--- config.mk ---
export PLATFORM = sky130hd
export DESIGN_NAME = adder
export DESIGN_NICKNAME = d
export VERILOG_FILES = /design/src/rtl/adder.sv
export SDC_FILE = /design/constraint.sdc
export NUM_CORES = 1
export LEC_CHECK = 0
export ABC_CLOCK_PERIOD_IN_PS = 2050
export CORE_MARGIN = 2
export CORE_UTILIZATION = 48
export DETAILED_ROUTE_END_ITERATION = 10
export PLACE_DENSITY_LB_ADDON = 0.25
export SLEW_MARGIN = 15
export SYNTH_ARGS = -nofsm -noshare
export SYNTH_HDL_FRONTEND = slang
export SYNTH_SLANG_ARGS = --single-unit
--- constraint.sdc ---
create_clock -name clk -period 2.05 [get_ports clk]
set_input_delay 0.615 -clock clk [delete_from_list [all_inputs] [get_ports clk]]
set_output_delay 0.615 -clock clk [all_outputs]
set_load 0.01 [all_outputs]
--- src/rtl/adder.sv ---
// Full-adder bit cell plus a 4-bit LSB-first serial adder built from the same cell.
// The slice is pure combinational logic; the engine adds op_a + op_b + cin over four clocks.
//
// state | meaning
// ------+-------------------------------------------------------------
// IDLE  | waiting for start; result/cout hold the last completed sum
// RUN   | one operand bit per clock, bit counter 0..3, LSB first
module adder (
    input  logic       clk,
    input  logic       rst_n,
    input  logic       a,
    input  logic       b,
    input  logic       cin,
    output logic       sum,
    output logic       c,
    input  logic       start,
    input  logic [3:0] op_a,
    input  logic [3:0] op_b,
    output logic       busy,
    output logic       done,
    output logic [3:0] result,
    output logic       cout
);

    typedef enum logic {
        IDLE = 1'b0,
        RUN  = 1'b1
    } state_t;

    // Returns {carry, sum} of one bit position.
    function automatic logic [1:0] full_add(input logic x, input logic y, input logic z);
        return {(x & y) | (x & z) | (y & z), x ^ y ^ z};
    endfunction

    state_t     state;
    state_t     state_nx;
    logic [3:0] sh_a;
    logic [3:0] sh_b;
    logic       carry;
    logic [1:0] cnt;
    logic [1:0] bit_fa;
    logic       accept;
    logic       last_bit;

    assign {c, sum} = full_add(a, b, cin);

    assign bit_fa   = full_add(sh_a[0], sh_b[0], carry);
    assign busy     = (state == RUN);
    assign accept   = (state == IDLE) && start;
    assign last_bit = (state == RUN) && (cnt == 2'd3);

    always_comb begin
        state_nx = state;
        case (state)
            IDLE:    if (start) state_nx = RUN;
            RUN:     if (cnt == 2'd3) state_nx = IDLE;
            default: state_nx = IDLE;
        endcase
    end

    always_ff @(posedge clk or negedge rst_n) begin
        if (!rst_n) begin
            state <= IDLE;
            done  <= 1'b0;
        end else begin
            state <= state_nx;
            done  <= last_bit;
        end
    end

    // Datapath: load on accepted start, one bit per clock while running.
    always_ff @(posedge clk or negedge rst_n) begin
        if (!rst_n) begin
            sh_a   <= 4'd0;
            sh_b   <= 4'd0;
            carry  <= 1'b0;
            cnt    <= 2'd0;
            result <= 4'd0;
            cout   <= 1'b0;
        end else if (accept) begin
            sh_a   <= op_a;
            sh_b   <= op_b;
            carry  <= cin;
            cnt    <= 2'd0;
            result <= 4'd0;
            cout   <= 1'b0;
        end else if (state == RUN) begin
            result <= {bit_fa[0], result[3:1]};
            carry  <= bit_fa[1];
            sh_a   <= {1'b0, sh_a[3:1]};
            sh_b   <= {1'b0, sh_b[3:1]};
            cnt    <= cnt + 2'd1;
            if (last_bit) cout <= bit_fa[1];
        end
    end

endmodule

# ---- Word-level counts from Yosys, hierarchy flattened
# Cells that the tools add are included.
dict set report totals {
  register_bits 18
  elab_cells 46
}
dict set report op_classes {
  add_sub_neg 1
  eq_ne 1
  mux 16
  n_bitwise 15
  n_reduce_logical 5
}
# operator n
set op_table {}
lappend op_table {{two-way mux 4 bit} 6}
lappend op_table {{two-way mux 1 bit} 7}
lappend op_table {{bitwise AND 1 bit} 6}
lappend op_table {{two-way mux 2 bit} 2}
lappend op_table {{OR 1 bit} 4}
lappend op_table {{nonzero test 2 bit} 2}
lappend op_table {{bitwise XOR 1 bit} 4}
lappend op_table {{adder 2 x 1 -> 2 bit (second input constant)} 1}
lappend op_table {{equality test 2 bit (second input constant)} 1}
lappend op_table {{logical AND 1 bit} 2}
lappend op_table {{one-hot mux 1 bit (2 select lines)} 1}
lappend op_table {{AND reduction 2 bit} 1}
lappend op_table {{inverter 1 bit} 1}

# ---- Longest topological paths before layout
# Gate-level depths: netlist of the first run.
dict set report logic_depth {
  ltp_word 6
  depth_mapped 5
  ltp_nobuf 5
}

# ---- Least setup slack after synthesis of the first run
# OpenSTA, ideal clock, no wires.
dict set report synth_path {
  path_type {input-to-output}
  from {input port a}
  to {output port sum}
  t_arrival_ps 1187
  t_required_ps 1435
  slack_ps 248
  path_stages 1
  n_path_buf 0
  cell_sequence {fa_1}
}
dict set report synth_between {
  elab_chain_cells 2
}
# element line_no
set synth_rtl {}
lappend synth_rtl {{from (decl)} 11} ;# input logic a,
lappend synth_rtl {{bitwise XOR 1 bit (2 in series)} 32} ;# return {(x & y) | (x & z) | (y & z), x ^ y ^ z};
lappend synth_rtl {{to (decl)} 14} ;# output logic sum,
# No other way between the ends.

# ---- Final worst setup path of the first run
dict set report layout_path {
  from {input port b}
  to {output port sum}
}
dict set report layout_between {
  elab_chain_cells 2
}
# element line_no
set layout_rtl {}
lappend layout_rtl {{from (decl)} 12} ;# input logic b,
lappend layout_rtl {{bitwise XOR 1 bit (2 in series)} 32}
# No other way between the ends.

==> out/summary.txt, run 1 <==
outcome -> finished, final reports clean
#FFs+latches synth -> 18
# diodes -> 0
total grt overflow -> 0
setup violators final -> 0
ratio of final minimum period to clock period -> 98.1%
ratio of cells with drive above 1 in the final layout -> 13.4%
GRT Total Usage -> 17.7%
min cycle time layout -> 2.01 ns
simple-gate share of the synthesized area -> 7.39%
# port buffers -> 22
Peak VDD IR -> 0.000853 V
CTS tree -> done
Reg2Reg Depth -> 5
distinct cell type count after synthesis -> 15
clock slew seen by the registers of the worst setup and hold paths -> 0.09 ns
CP Class -> input pin to primary output
XOR/XNOR Fraction of Synth Area -> 0%
I/O pins -> 23
WHS Path Cells -> 1
static leakage -> 0.518 nW
total number of vias -> 589
Vias per Instance -> 5.21
fillcell total -> 116
postcts setup bufs -> 0
Max-slew headroom -> 68.2%
Synth Instances -> 69
Syn Nets -> 86
Avg WL per Cell -> 13.0 um
clock sink count -> 18
RSZ-0062 raised after global routing -> false
fin nets -> 115
Cell Rows -> 14
CP startpoint kind -> input pin
first-pass GRT wire length -> 2510 um
Routed Wire Length -> 1470 um
Initial Util -> 52.2%
max cap viols -> 0
multiplexer share of the synthesized area -> 11.3%
crit path DAT -> 1.40 ns
Inserted Clock Buffers -> 3
die area -> 2000 sq um
Mapped Area -> 796 sq um
maximum fanout along the worst path -> 1
yosys warns -> 0
clk root buf -> clkbuf_4
Syn-to-layout area delta -> 34.9%
Fmax -> 0.497 GHz
Core Area -> 1520 sq um
Final Hold Fails -> 0
Worst-Margin Slew -> 0.475 ns
vias in the first global route -> 576
RePlAce Congestion -> 0.722
TritonRoute pass-1 iters -> 4
First DRT Iteration DRCs -> 3
area fraction in compound gates after synthesis -> 13.1%
cts repair resizes -> 16
post-route clock skew -> 0.00620 ns
post-route ant nets -> 0
Hold WS -> 0.492 ns
cts hold-fix bufs -> 0
Die H -> 44.7 um
worst hold path class -> flip-flop to flip-flop
H-tree level count -> 1
post-synthesis adder-cell area fraction -> 6.60%
element type at the critical path end -> primary output
Crit path required time -> 1.43 ns
HPWL after DPL -> 1070 um
final core utilization -> 70.4%
largest net degree at the start of global routing -> 23
antenna violations before repair -> 0
Pwr per Cell Area -> 1230 nW/um^2
sequential fraction of the synthesis area -> 56.6%
residual DRC count -> 0
largest family of logic cells by synthesized area -> compound AO/OA/AOI/OAI gates
die width -> 44.7 um
Clk Latency, worst-skew pair -> 0.29 ns
clock tree buffer depth -> 2
Slew Limit Fails -> 0
Mapped Avg Cell Area -> 11.5 sq um
## synthesized netlist by cell type
| master | n | area [sq um] |
|---|---|---|
| buf_2 | 2 | 10.0 |
| mux2i_1 | 9 | 90.1 |
| o211a_1 | 1 | 10.0 |
| inv_1 | 5 | 18.8 |
| a21oi_2 | 1 | 8.76 |
| nor2_1 | 3 | 11.3 |
| o21ai_1 | 5 | 25.0 |
| a22o_1 | 4 | 35.0 |
| and2_1 | 1 | 6.26 |
| buf_6 | 1 | 11.3 |
| nand2_1 | 11 | 41.3 |
| dfrtp_1 | 18 | 450 |
| ha_1 | 1 | 12.5 |
| fa_1 | 2 | 40.0 |
| o21ai_0 | 5 | 25.0 |
## critical path, stage by stage
cell and delay [ns]:
clkdlybuf4s15_1 0.17, fa_1 0.48, buf_2 0.13
## report_power, final
| part | internal [W] | total [W] | leakage (nW) | switching (W) |
|---|---|---|---|---|
| sequential | 0.000496 | 0.000576 | 0.231 | 0.0000792 |
| combinational | 0.000273 | 0.000532 | 0.265 | 0.000259 |
| clock | 0.000108 | 0.000215 | 0.0210 | 0.000107 |
| total | 0.000878 | 0.00132 | 0.518 | 0.000445 |
## area by class of cell
class / instances / area (sq um) / area share (%)
Sequential cell: 18 / 450 / 42.0
Multi-Input combinational cell: 43 / 305 / 28.4
Timing Repair Buffer: 27 / 243 / 22.6
Clock buffer: 4 / 36.3 / 3.38
Tap cell: 16 / 20.0 / 1.86
Inverter: 5 / 18.8 / 1.75
## final timing paths
check                        start      end  slack (ns)
min reg2reg                 cnt[0]   cnt[0]        0.49
max reg2reg                sh_a[0]     cout        0.79
min                         cnt[0]   cnt[0]        0.49
max in group asynchronous    rst_n   cnt[1]        1.22
min in group asynchronous    rst_n  sh_b[0]        0.63
max                              b      sum        0.04
## cells by family (layout without fill, tap and decap cells)
| group | Yosys count | after routing |
|---|---|---|
| flops | 18 | 18 |
| compound gates | 16 | 16 |
| simple gates | 15 | 15 |
| mux | 9 | 9 |
| buf+inv | 8 | 36 |
| fa+ha+maj | 3 | 3 |
## sequential cells by signal (all words and copies together), names as in the netlist
| register | cells |
|---|---|
| sh_a | 4 |
| busy | 1 |
| done | 1 |
| cnt | 2 |
| cout | 1 |
| result | 4 |
| sh_b | 4 |
| carry | 1 |
## metal layers
layer,global-route usage [%],vias up,wire [um]
li1,-,286,-
met1,23.0,280,675
met2,27.8,18,675
met3,4.00,5,86
met4,9.09,0,30
met5,0,-,0
## layout by cell type, fill, tap and decap left out
| master | Yosys | layout |
|---|---|---|
| nand2_1 | 11 | 11 |
| fa_1 | 2 | 2 |
| clkbuf_8 | 0 | 1 |
| clkbuf_4 | 0 | 3 |
| and2_1 | 1 | 1 |
| o211a_1 | 1 | 1 |
| mux2i_1 | 9 | 9 |
| clkdlybuf4s15_1 | 0 | 2 |
| clkdlybuf4s50_1 | 0 | 17 |
| dfrtp_1 | 18 | 18 |
| a22o_1 | 4 | 4 |
| a21oi_2 | 1 | 1 |
| buf_2 | 2 | 3 |
| ha_1 | 1 | 1 |
| inv_1 | 5 | 5 |
| nor2_1 | 3 | 3 |
| buf_4 | 0 | 5 |
| o21ai_1 | 5 | 5 |
| o21ai_0 | 5 | 5 |
## through the flow
step	instance area, sq um	worst slack, ns	setup TNS [ns]	total power (W)	instances
floorplan	796	0.248	0	0.000892	69
global placement	1050	-0.680	-1.18	0.00110	109
detailed placement	1050	-0.701	-1.22	0.00113	109
CTS	1070	0.0303	0	0.00134	113
global route	1070	0.0167	0	0.00143	113
finish	1070	0.0387	0	0.00132	113
Power figures use the tool's default switching activity.
==> run 2: changes to the inputs <==
==> constraint.sdc (replaced) <==
create_clock -name clk -period 2.05 [get_ports clk]
set_input_delay 0.41 -clock clk [delete_from_list [all_inputs] [get_ports clk]]
set_output_delay 0.41 -clock clk [all_outputs]
set_load 0.01 [all_outputs]
==> out/summary.txt, run 2 (synthesized netlist as in run 1, its figures left out) <==
largest net degree at the start of global routing -> 23 (unchanged)
Power, Total -> 0.00132 W (about the same)
Max-slew headroom -> 66.6% (was 68.2%)
max cap viols -> 0 (unchanged)
multi-input combinational cell area -> 305 sq um (unchanged)
crit path DAT -> 1.56 ns (was 1.40 ns)
Die H -> 44.7 um (unchanged)
# port buffers -> 22 (unchanged)
DP Worst Slack -> -0.289 ns (was -0.701 ns)
first-pass GRT wire length -> 2450 um (was 2510 um)
setup violators final -> 0 (unchanged)
routed length on met3 -> 98 um (was 86 um)
vias in the first global route -> 541 (was 576)
clock slew seen by the registers of the worst setup and hold paths -> 0.10 ns (was 0.09 ns)
WL met1 -> 727 um (was 675 um)
clk root buf -> clkbuf_4 (unchanged)
HPWL after DPL -> 1070 um (about the same)
met2 wire len -> 630 um (was 675 um)
Routed Wire Length -> 1500 um (was 1470 um)
commonest non-fill, non-tap cells in the layout -> 20 x clkdlybuf4s50_1, 18 x dfrtp_1, 11 x nand2_1 (was 18 x dfrtp_1, 17 x clkdlybuf4s50_1, 11 x nand2_1)
CP Class -> input pin to primary output (unchanged)
crit-path cells -> clkdlybuf4s50_1, fa_1, dlygate4sd2_1 (was clkdlybuf4s15_1, fa_1, buf_2)
element type at the critical path end -> primary output (unchanged)
clock tree buffer depth -> 2 (unchanged)
post-route ant nets -> 0 (unchanged)
I/O pins -> 23 (unchanged)
post-placement cell count -> 108 (was 109)
most common cell after layout, fill and taps aside -> clkdlybuf4s50_1 (was dfrtp_1)
Cell Rows -> 14 (unchanged)
RSZ-0062 raised after global routing -> false (unchanged)
r2r setup slk -> 0.78 ns (was 0.79 ns)
Clk Latency, worst-skew pair -> 0.30 ns (was 0.29 ns)
clock sink count -> 18 (unchanged)
Syn-to-layout area delta -> 35.1% (was 34.9%)
total number of vias -> 579 (was 589)
H-tree level count -> 1 (unchanged)
First DRT Iteration DRCs -> 7 (was 3)
Worst-Margin Slew -> 0.499 ns (was 0.475 ns)
Pwr per Cell Area -> 1230 nW/um^2 (about the same)
worst hold path class -> input pin to asynchronous set/reset pin (was flip-flop to flip-flop)
residual DRC count -> 0 (unchanged)
Peak VDD IR -> 0.000798 V (was 0.000853 V)
CP startpoint kind -> input pin (unchanged)
# diodes -> 0 (unchanged)
FF+latch area -> 450 sq um (unchanged)
min cycle time layout -> 1.97 ns (was 2.01 ns)
Core Area -> 1520 sq um (unchanged)
Finished Layout Cells -> 112 (was 113)
Avg WL per Cell -> 13.4 um (was 13.0 um)
ratio of final minimum period to clock period -> 96.0% (was 98.1%)
maximum fanout along the worst path -> 1 (unchanged)
Initial Util -> 52.2% (unchanged)
ratio of cells with drive above 1 in the final layout -> 10.4% (was 13.4%)
die width -> 44.7 um (unchanged)
fin nets -> 114 (was 115)
fillcell total -> 114 (was 116)
critical path's slowest cell -> clkdlybuf4s50_1 (was fa_1)
top sig layer -> met4 (unchanged)
RePlAce Congestion -> 0.721 (was 0.722)
Crit path required time -> 1.64 ns (was 1.43 ns)
TritonRoute pass-1 iters -> 3 (was 4)
Inserted Clock Buffers -> 3 (unchanged)
static leakage -> 0.513 nW (was 0.518 nW)
outcome -> finished, final reports clean (unchanged)
GRT Total Usage -> 17.8% (was 17.7%)
Fmax -> 0.508 GHz (was 0.497 GHz)
max incr delay on CP -> 0.43 ns (was 0.48 ns)
Vias per Instance -> 5.17 (was 5.21)
worst setup margin -> 0.0817 ns (was 0.0387 ns)
Hold WS -> 0.417 ns (was 0.492 ns)
Final Hold Fails -> 0 (unchanged)
Slew Limit Fails -> 0 (unchanged)
die area -> 2000 sq um (unchanged)
antenna violations before repair -> 0 (unchanged)
CTS tree -> done (unchanged)
post-route clock skew -> 0.00214 ns (was 0.00620 ns)
Top Registers -> result: 4 flops, sh_a: 4 flops, sh_b: 4 flops (unchanged)
total grt overflow -> 0 (unchanged)
[run 2: cell type report]
class	instances	share of cell area, %
multi-input combinational	43	28.4
clock buffer	4	3.38
inverter	5	1.75
timing repair buffer	26	22.7
tap	16	1.86
sequential	18	41.9
[run 2: per-stage QoR]
step / util [%] / TNS [ns] / instance area, sq um
detailed placement: 68.6 / -0.417 / 1040
floorplan: - / 0 / 796
global placement: 68.6 / -0.367 / 1040
global route: 70.5 / 0 / 1070
finish: 70.5 / 0 / 1070
CTS: 70.9 / 0 / 1080
[run 2: timing repair]
action | in CTS | in global routing
hold buffers | 0 | 0
resized for setup | 3 | 1
gates cloned | 0 | 0
endpoints found under the hold margin | 0 | 0
setup endpoints to repair | 2 | 1
setup buffers | 0 | 0
[run 2: report_power, final]
part / leakage [nW] / internal (W) / total (W) / switching, W
Combinational: 0.261 / 0.000269 / 0.000524 / 0.000255
Clock: 0.0210 / 0.000108 / 0.000225 / 0.000116
Sequential: 0.231 / 0.000496 / 0.000572 / 0.0000761
Total: 0.513 / 0.000874 / 0.00132 / 0.000447
[run 2: worst paths after layout]
kind                       startpoint  endpoint  depth (start not counted)
min                             rst_n    cnt[1]                          2
max reg2reg                      busy      cout                          4
min in group clk               cnt[0]    cnt[0]                          1
max in group asynchronous       rst_n   sh_b[1]                          2
min reg2reg                    cnt[0]    cnt[0]                          1
max                                 a         c                          3
[run 2: critical path, delay by kind of cell]
family,cells,cell delay [ns]
buffers and inverters,2,0.72
adder cells (fa/ha/maj),1,0.43
[run 2: layer usage]
metal / up-vias / GRT usage, %
met5: - / 0
met1: 270 / 24.9
met4: 0 / 10.9
met2: 16 / 24.1
met3: 5 / 5.60
li1: 288 / -
==> run 3: changes to the inputs <==
--- a/config.mk
+++ b/config.mk
@@ -6,7 +6,6 @@
 export NUM_CORES = 1
 export LEC_CHECK = 0
 export ABC_CLOCK_PERIOD_IN_PS = 2050
-export CORE_MARGIN = 2
 export CORE_UTILIZATION = 48
 export DETAILED_ROUTE_END_ITERATION = 10
 export PLACE_DENSITY_LB_ADDON = 0.25
==> out/summary.txt, run 3 (synthesized netlist as in run 1, its figures left out) <==
postcts setup bufs -> 0 (unchanged)
element type at the critical path end -> primary output (unchanged)
Slew Limit Fails -> 0 (unchanged)
Peak VDD IR -> 0.000666 V (was 0.000798 V)
Cell Rows -> 14 (unchanged)
Vias per Instance -> 5.28 (was 5.17)
fillcell total -> 111 (was 114)
first-pass GRT wire length -> 2480 um (was 2450 um)
vias in the first global route -> 552 (was 541)
Syn-to-layout area delta -> 35.1% (unchanged)
CP startpoint kind -> input pin (unchanged)
RSZ-0062 raised after global routing -> false (unchanged)
clock tree buffer depth -> 2 (unchanged)
clk root buf -> clkbuf_4 (unchanged)
most common cell after layout, fill and taps aside -> clkdlybuf4s50_1 (unchanged)
Inserted Clock Buffers -> 3 (unchanged)
max cap viols -> 0 (unchanged)
largest net degree at the start of global routing -> 23 (unchanged)
CP Class -> input pin to primary output (unchanged)
CTS tree -> done (unchanged)
H-tree level count -> 1 (unchanged)
Avg WL per Cell -> 13.9 um (was 13.4 um)
clock sink count -> 18 (unchanged)
Pwr per Cell Area -> 1230 nW/um^2 (about the same)
TritonRoute pass-1 iters -> 4 (was 3)
WL met1 -> 739 um (was 727 um)
total number of vias -> 591 (was 579)
RePlAce Congestion -> 0.720 (was 0.721)
Fmax -> 0.508 GHz (about the same)
Clk Latency, worst-skew pair -> 0.29 ns (was 0.30 ns)
commonest non-fill, non-tap cells in the layout -> 20 x clkdlybuf4s50_1, 18 x dfrtp_1, 11 x nand2_1 (unchanged)
HPWL after DPL -> 1110 um (was 1070 um)
maximum fanout along the worst path -> 1 (unchanged)
Top Registers -> result: 4 flops, sh_a: 4 flops, sh_b: 4 flops (unchanged)
cts hold-fix bufs -> 0 (unchanged)
clock slew seen by the registers of the worst setup and hold paths -> 0.11 ns (was 0.10 ns)
top sig layer -> met4 (unchanged)
routed length on met3 -> 77 um (was 98 um)
worst setup margin -> 0.0796 ns (was 0.0817 ns)
Crit path required time -> 1.64 ns (about the same)
Worst-Margin Slew -> 0.468 ns (was 0.499 ns)
Die H -> 42.7 um (was 44.7 um)
min cycle time layout -> 1.97 ns (about the same)
Core Area -> 1520 sq um (unchanged)
final core utilization -> 70.5% (unchanged)
residual DRC count -> 0 (unchanged)
total grt overflow -> 0 (unchanged)
Placed Area -> 1040 sq um (unchanged)
die width -> 42.7 um (was 44.7 um)
post-route ant nets -> 0 (unchanged)
worst hold path class -> input pin to asynchronous set/reset pin (unchanged)
cell area after layout -> 1070 sq um (unchanged)
I/O pins -> 23 (unchanged)
Final Hold Fails -> 0 (unchanged)
Hold WS -> 0.466 ns (was 0.417 ns)
met2 wire len -> 735 um (was 630 um)
die area -> 1820 sq um (was 2000 sq um)
fin nets -> 114 (unchanged)
First DRT Iteration DRCs -> 14 (was 7)
Max-slew headroom -> 68.7% (was 66.6%)
DP Worst Slack -> -0.283 ns (was -0.289 ns)
# port buffers -> 22 (unchanged)
# diodes -> 0 (unchanged)
ratio of final minimum period to clock period -> 96.1% (was 96.0%)
Initial Util -> 52.2% (unchanged)
setup violators final -> 0 (unchanged)
Routed Wire Length -> 1560 um (was 1500 um)
static leakage -> 0.513 nW (unchanged)
outcome -> finished, final reports clean (unchanged)
crit path DAT -> 1.56 ns (about the same)
Power, Total -> 0.00133 W (was 0.00132 W)
GRT Total Usage -> 17.9% (was 17.8%)
antenna violations before repair -> 0 (unchanged)
ratio of cells with drive above 1 in the final layout -> 10.4% (unchanged)
post-route clock skew -> 0.00158 ns (was 0.00214 ns)
## run 3: cell counts in the layout (fill, tap and decap cells not counted)
No cell type changed its count.
## run 3: worst max-delay path: stages
cell and delay (ns):
clkdlybuf4s50_1 0.43, fa_1 0.43, dlygate4sd2_1 0.29
## run 3: path summary, 6_finish.rpt
path,cells after the start,endpoint,from,slack (ns)
min in group clk,2,sh_b[2],sh_b[3],0.50
worst min-delay path,2,cout,rst_n,0.47
worst min register to register,2,sh_b[2],sh_b[3],0.50
worst max register to register,5,cout,sh_a[0],0.77
max in group asynchronous,2,result[3],rst_n,1.39
worst max-delay path,3,c,a,0.08
## run 3: final cells by class
class	instances	area [sq um]	area share [%]
Inverter	5	18.8	1.75
Clock buffer	4	36.3	3.38
Sequential cell	18	450	41.9
Multi-Input combinational cell	43	305	28.4
Timing Repair Buffer	26	244	22.7
Tap cell	16	20.0	1.86
## run 3: layer usage
metal,vias up,global-route usage (%)
li1,288,-
met1,288,26.9
met4,0,3.75
met3,2,2.98
met5,-,0
met2,13,27.6
## run 3: report_power, final
part	total, W	leakage (nW)	switching [W]	internal (W)
Sequential	0.000574	0.231	0.0000783	0.000496
Clock	0.000220	0.0210	0.000112	0.000108
Combinational	0.000532	0.261	0.000262	0.000270
Total	0.00133	0.513	0.000452	0.000875
## run 3: per-stage QoR
step	instances	TNS [ns]
CTS	112	0
floorplan	69	0
global route	112	0
finish	112	0
detailed placement	108	-0.415
global placement	108	-0.360
## run 3: repair_timing
item | 4_1_cts | 5_1_grt
resized for setup | 3 | 1
pin swaps | 0 | 0
endpoints found under the setup margin | 2 | 1
==> RTL edit 1: new RTL, settings of run 1 <==
Add an input register stage for `a`, `b`, `cin`, `start`, `op_a` and `op_b`, without a reset; this delays them by one clock. Comments in the files are not updated.
--- a/src/rtl/adder.sv
+++ b/src/rtl/adder.sv
@@ -28,4 +28,20 @@
     } state_t;
 
+    logic a_q;
+    logic b_q;
+    logic cin_q;
+    logic start_q;
+    logic [3:0] op_a_q;
+    logic [3:0] op_b_q;
+
+    always_ff @(posedge clk) begin
+        a_q     <= a;
+        b_q     <= b;
+        cin_q   <= cin;
+        start_q <= start;
+        op_a_q  <= op_a;
+        op_b_q  <= op_b;
+    end
+
     // Returns {carry, sum} of one bit position.
     function automatic logic [1:0] full_add(input logic x, input logic y, input logic z);
@@ -43,9 +59,9 @@
     logic       last_bit;
 
-    assign {c, sum} = full_add(a, b, cin);
+    assign {c, sum} = full_add(a_q, b_q, cin_q);
 
     assign bit_fa   = full_add(sh_a[0], sh_b[0], carry);
     assign busy     = (state == RUN);
-    assign accept   = (state == IDLE) && start;
+    assign accept   = (state == IDLE) && start_q;
     assign last_bit = (state == RUN) && (cnt == 2'd3);
 
@@ -53,5 +69,5 @@
         state_nx = state;
         case (state)
-            IDLE:    if (start) state_nx = RUN;
+            IDLE:    if (start_q) state_nx = RUN;
             RUN:     if (cnt == 2'd3) state_nx = IDLE;
             default: state_nx = IDLE;
@@ -79,7 +95,7 @@
             cout   <= 1'b0;
         end else if (accept) begin
-            sh_a   <= op_a;
-            sh_b   <= op_b;
-            carry  <= cin;
+            sh_a   <= op_a_q;
+            sh_b   <= op_b_q;
+            carry  <= cin_q;
             cnt    <= 2'd0;
             result <= 4'd0;
Behaviour: not the same (Yosys sat finds a counterexample within 4 cycles, from zero or initial values and one cycle with rst_n low).
==> RTL edit 1 against run 1 <==
  * Total power grew 38%
  * Area after synthesis up 31%
  * Sequential cell count rose by 12
  * Cell area increased by 26%
  * Worst setup slack gained 62 ps
  * Fmax up 3.2%
  * Non-clock buffer count fell by 3
  * Wire length grew 20%
==> RTL edit 1: results (changes against run 1) <==
Run status
  • Status: finished clean (unchanged)

Synth
  • Distinct cells, synth: 17 (was 15)
  • Syn_nets: 98 (was 86)
  • Ys async rst share: 0.600 (was 1.00)
  • Synth area leaders: dfrtp_1, dfxtp_1, mux2i_1, o21ai_1, nand2_1 (was dfrtp_1, mux2i_1, nand2_1, fa_1, a22o_1)
  • Register area share after synthesis: 0.665 (was 0.566)
  • Synth cell count leaders: dfrtp_1, dfxtp_1, nand2_1 (was dfrtp_1, nand2_1, mux2i_1)
  • Syn Area/Cell: 12.8 sq um (was 11.5 sq um)

Global route
  • Total GRT Usage: 0.178 (was 0.177)
  • Global-route wire length before repair: 3120 microns (was 2510 microns)

Setup path
  • Reg2reg path depth: 2 (was 5)
  • Reg2reg end: result[0]$_DFFE_PN0P_ (was cout$_DFFE_PN0P_)
  • Worst reg2reg path startpoint: start_q$_DFF_P_ (was sh_a[0]$_DFFE_PN0P_)
  • FF-to-FF setup slack: 810 ps (was 790 ps)
  • Crit path DAT: 1330 ps (was 1400 ps)

Placement
  • Placed cells: 129 (was 109)
  • Dpl ws: 32.4 ps (was -701 ps)
  • Routability cong.: 0.720 (was 0.722)

Timing
  • Relative slew slack: 0.579 (was 0.682)
  • Skew final: 12.0 ps (was 6.20 ps)

Route
  • Final WL: 1760 microns (was 1470 microns)
  • Via count: 664 (was 589)
  • Iteration-0 DRC Markers: 15 (was 3)
  • Routed WL per cell: 12.8 microns (was 13.0 microns)

Pwr
  • Leakage: 0.622 nW (was 0.518 nW)

Worst hold path
  • Start point of the worst hold path: op_b_q[3]$_DFF_P_ (was cnt[0]$_DFFE_PN0P_)
  • Worst hold stages: 2 (was 1)
RTL edit 1: changes by cell type in the layout (fill, tap and decap cells not counted), sizes merged:
cell,change
clkdlybuf4s50,+3
bufinv,+1
clkdlybuf4s15,-1
buf,-5
dfxtp,+12
clkbuf,+3
RTL edit 1: area by class of cell:
cell class / instances / area, sq um
sequential: 30 / 692
fill: 156 / 644
multi-input combinational: 43 / 308
timing repair buffer: 24 / 230
clock buffer: 7 / 45.0
tap: 27 / 33.8
clock inverter: 1 / 30.0
inverter: 5 / 18.8
RTL edit 1: timing repair:
action | 4_1_cts | 5_1_grt
resized for setup | 6 | 1
buffers inserted | 0 | 0
cloned | 0 | 0
hold endpoints to repair | 0 | 0
setup endpoints to repair | 2 | 1
RTL edit 1: layer usage:
| layer | GRT usage | wire length [microns] |
|---|---|---|
| met2 | 0.296 | 921 |
| met4 | 0.0946 | 44 |
| met3 | 0.0833 | 103 |
| met5 | 0 | 0 |
| met1 | 0.187 | 688 |
RTL edit 1: report_power, final:
| part | leakage (nW) | internal [mW] | total (mW) | switching, mW |
|---|---|---|---|---|
| clock network | 0.0395 | 0.259 | 0.453 | 0.194 |
| registers | 0.333 | 0.742 | 0.835 | 0.0927 |
| logic | 0.249 | 0.278 | 0.535 | 0.257 |
RTL edit 1: worst max-delay path by stage:
stage	startpoint	end	slack (ps)	cells after the start
floorplan	a_q$_DFF_P_	sum	560	1
global placement	a_q$_DFF_P_	sum	90	2
detailed placement	a_q$_DFF_P_	sum	30	2
CTS	a_q$_DFF_P_	c	30	2
global route	a_q$_DFF_P_	c	50	2
finish	a_q$_DFF_P_	c	100	2
RTL edit 1: kinds of logic (layout without fill, tap and decap cells):
kind of cell	count (synthesis)	after routing	share of synthesized area
buf+inv	8	37	0.0385
flops	30	30	0.665
fa+ha+maj	3	3	0.0506
compound gates	16	16	0.100
simple gates	15	15	0.0590
mux	9	9	0.0868
RTL edit 1: worst register-to-register path, stage by stage (launching register included):
cell     delay (ps)
dfxtp_1         730
nor2_2          180
a22o_1          240
RTL edit 1: metrics by stage:
| step | hold slack [ps] | total power [mW] |
|---|---|---|
| after floorplan | 319 | 1.17 |
| after global placement | 459 | 1.36 |
| after detailed placement | 463 | 1.39 |
| after CTS | 486 | 1.84 |
| after global routing | 524 | 1.95 |
| final | 482 | 1.82 |
==> RTL edit 2: new RTL, flow settings as in run 1 <==
Without the edit above. Register the output `sum`, without a reset; this adds one clock of latency there. The other outputs are not delayed to match.
--- a/src/rtl/adder.sv
+++ b/src/rtl/adder.sv
@@ -28,4 +28,6 @@
     } state_t;
 
+    logic sum_d;
+
     // Returns {carry, sum} of one bit position.
     function automatic logic [1:0] full_add(input logic x, input logic y, input logic z);
@@ -43,5 +45,5 @@
     logic       last_bit;
 
-    assign {c, sum} = full_add(a, b, cin);
+    assign {c, sum_d} = full_add(a, b, cin);
 
     assign bit_fa   = full_add(sh_a[0], sh_b[0], carry);
@@ -95,4 +97,8 @@
     end
 
+    always_ff @(posedge clk) begin
+        sum <= sum_d;
+    end
+
 endmodule
 
Check against the original RTL: not equivalent (a bounded check fails within 4 cycles, from zero or initial values and one cycle with rst_n low).
==> RTL edit 2 against run 1 <==
  * Wire length down 3.6%
  * Non-clock buffer count unchanged
  * Combinational power about the same
  * Clock skew down 2.2 ps
  * Worst setup slack better by 24 ps
  * Sequential cell count up 1
  * Area after synthesis up 2.5%
  * Total power down 1.0%
  * Fmax up 1.2%
  * Worst hold slack better by 8.5 ps
  * Cell area up 1.7%
  * First-iteration DRC count up 67%
  * Critical path type unchanged
  * Largest power group unchanged
  * Highest routed layer unchanged
==> RTL edit 2: results (changes against run 1) <==
Placement
  • Post-DP HPWL: 1060 microns (was 1070 microns)
  • Cell Area, Placed: 0.00107 sq mm (was 0.00105 sq mm)
  • Routability cong.: 0.733 (was 0.722)
  • Dpl ws: -524 ps (was -701 ps)

Worst hold path
  • Worst hold stages: 2 (was 1)
  • Start point of the worst hold path: sh_a[3]$_DFFE_PN0P_ (was cnt[0]$_DFFE_PN0P_)

Synth
  • Distinct cells, synth: 16 (was 15)
  • Synth area leaders: dfrtp_1, mux2i_1, nand2_1, fa_1, a22o_1 (unchanged)
  • Register area share after synthesis: 0.577 (was 0.566)
  • Syn Inst Count: 70 (was 69)
  • Syn_nets: 87 (was 86)

Cells and area
  • Layout cells sized above 1: 0.112 (was 0.134)
  • # nets final: 116 (was 115)
  • Seq. cell area: 470 sq um (was 450 sq um)
  • Final std cells w/o fill: 114 (was 113)
  • Fillers: 120 (was 116)

Timing
  • Skew final: 3.96 ps (was 6.20 ps)
  • Tightest Pin Transition: 471 ps (was 475 ps)

Global route
  • Vias in the first global route: 549 (was 576)
  • Total GRT Usage: 0.166 (was 0.177)
  • Global-route wire length before repair: 2360 microns (was 2510 microns)

Route
  • Final WL: 1420 microns (was 1470 microns)
  • Via count: 591 (was 589)
  • Met2 WL: 640 microns (was 675 microns)
  • Met3 wire len: 111 microns (was 86 microns)
  • Iteration-0 DRC Markers: 5 (was 3)

Run status
  • Status: finished clean (unchanged)

Setup path
  • Delay-heaviest family, CP: buffers and inverters (was adder cells)
  • Delay of the slowest cell on the worst path: 360 ps (was 480 ps)
  • Slowest library cell on the worst path: fa_2 (was fa_1)

Pwr
  • Leakage: 0.522 nW (was 0.518 nW)
-- RTL edit 2: cell count changes in the layout (fill, tap and decap cells not counted) --
cell	run 1	this run
buf_2	3	1
clkbuf_1	0	1
clkbuf_8	1	0
clkdlybuf4s15_1	2	0
clkdlybuf4s50_1	17	18
dfxtp_1	0	1
dlygate4sd2_1	0	3
fa_1	2	1
fa_2	0	1
-- RTL edit 2: kinds of logic (layout without fill, tap and decap cells) --
family                     after synthesis  in the layout  synth area share
and+or+nand+nor                         15             15            0.0721
muxes                                    9              9             0.110
adders and majority gates                3              3            0.0644
DFF                                     19             19             0.577
buffers and inverters                    8             36            0.0491
AOI/OAI and AO/OA                       16             16             0.127
-- RTL edit 2: worst max path at each step --
stage	from	end	slack [ps]	cells after the start
floorplan	a	c	360	1
global placement	a	c	-500	3
detailed placement	a	c	-520	3
CTS	a	c	20	3
global route	a	c	30	3
finish	a	c	60	3
-- RTL edit 2: timing repair --
action | CTS | global route
pin swaps | 0 | 0
cloned | 0 | 0
resized for setup | 7 | 1
setup endpoints to repair | 1 | 1
-- RTL edit 2: worst register-to-register path: cells and delay by family, from the launching register on --
| kind | cells | cell delay, ps |
|---|---|---|
| muxes | 1 | 60 |
| buffers and inverters | 2 | 140 |
| AOI/OAI and AO/OA | 1 | 160 |
| DFF | 1 | 370 |
| adders and majority gates | 1 | 450 |
-- RTL edit 2: area by class of cell --
cell class	instances	area share
Clock buffer	4	0.0241
Multi-Input combinational cell	43	0.282
Tap cell	16	0.0183
Timing Repair Buffer	27	0.228
Sequential cell	19	0.431
Inverter	5	0.0172
-- RTL edit 2: power breakdown --
part	internal, mW	switching [mW]	leakage [nW]
clock	0.0756	0.105	0.0150
combinational	0.275	0.255	0.267
sequential	0.519	0.0781	0.240
-- RTL edit 2: layer usage --
layer | vias to the layer above | track usage
met5 | - | 0
met4 | 0 | 0.106
met3 | 2 | 0.0320
met2 | 21 | 0.240
met1 | 278 | 0.230
li1 | 290 | -
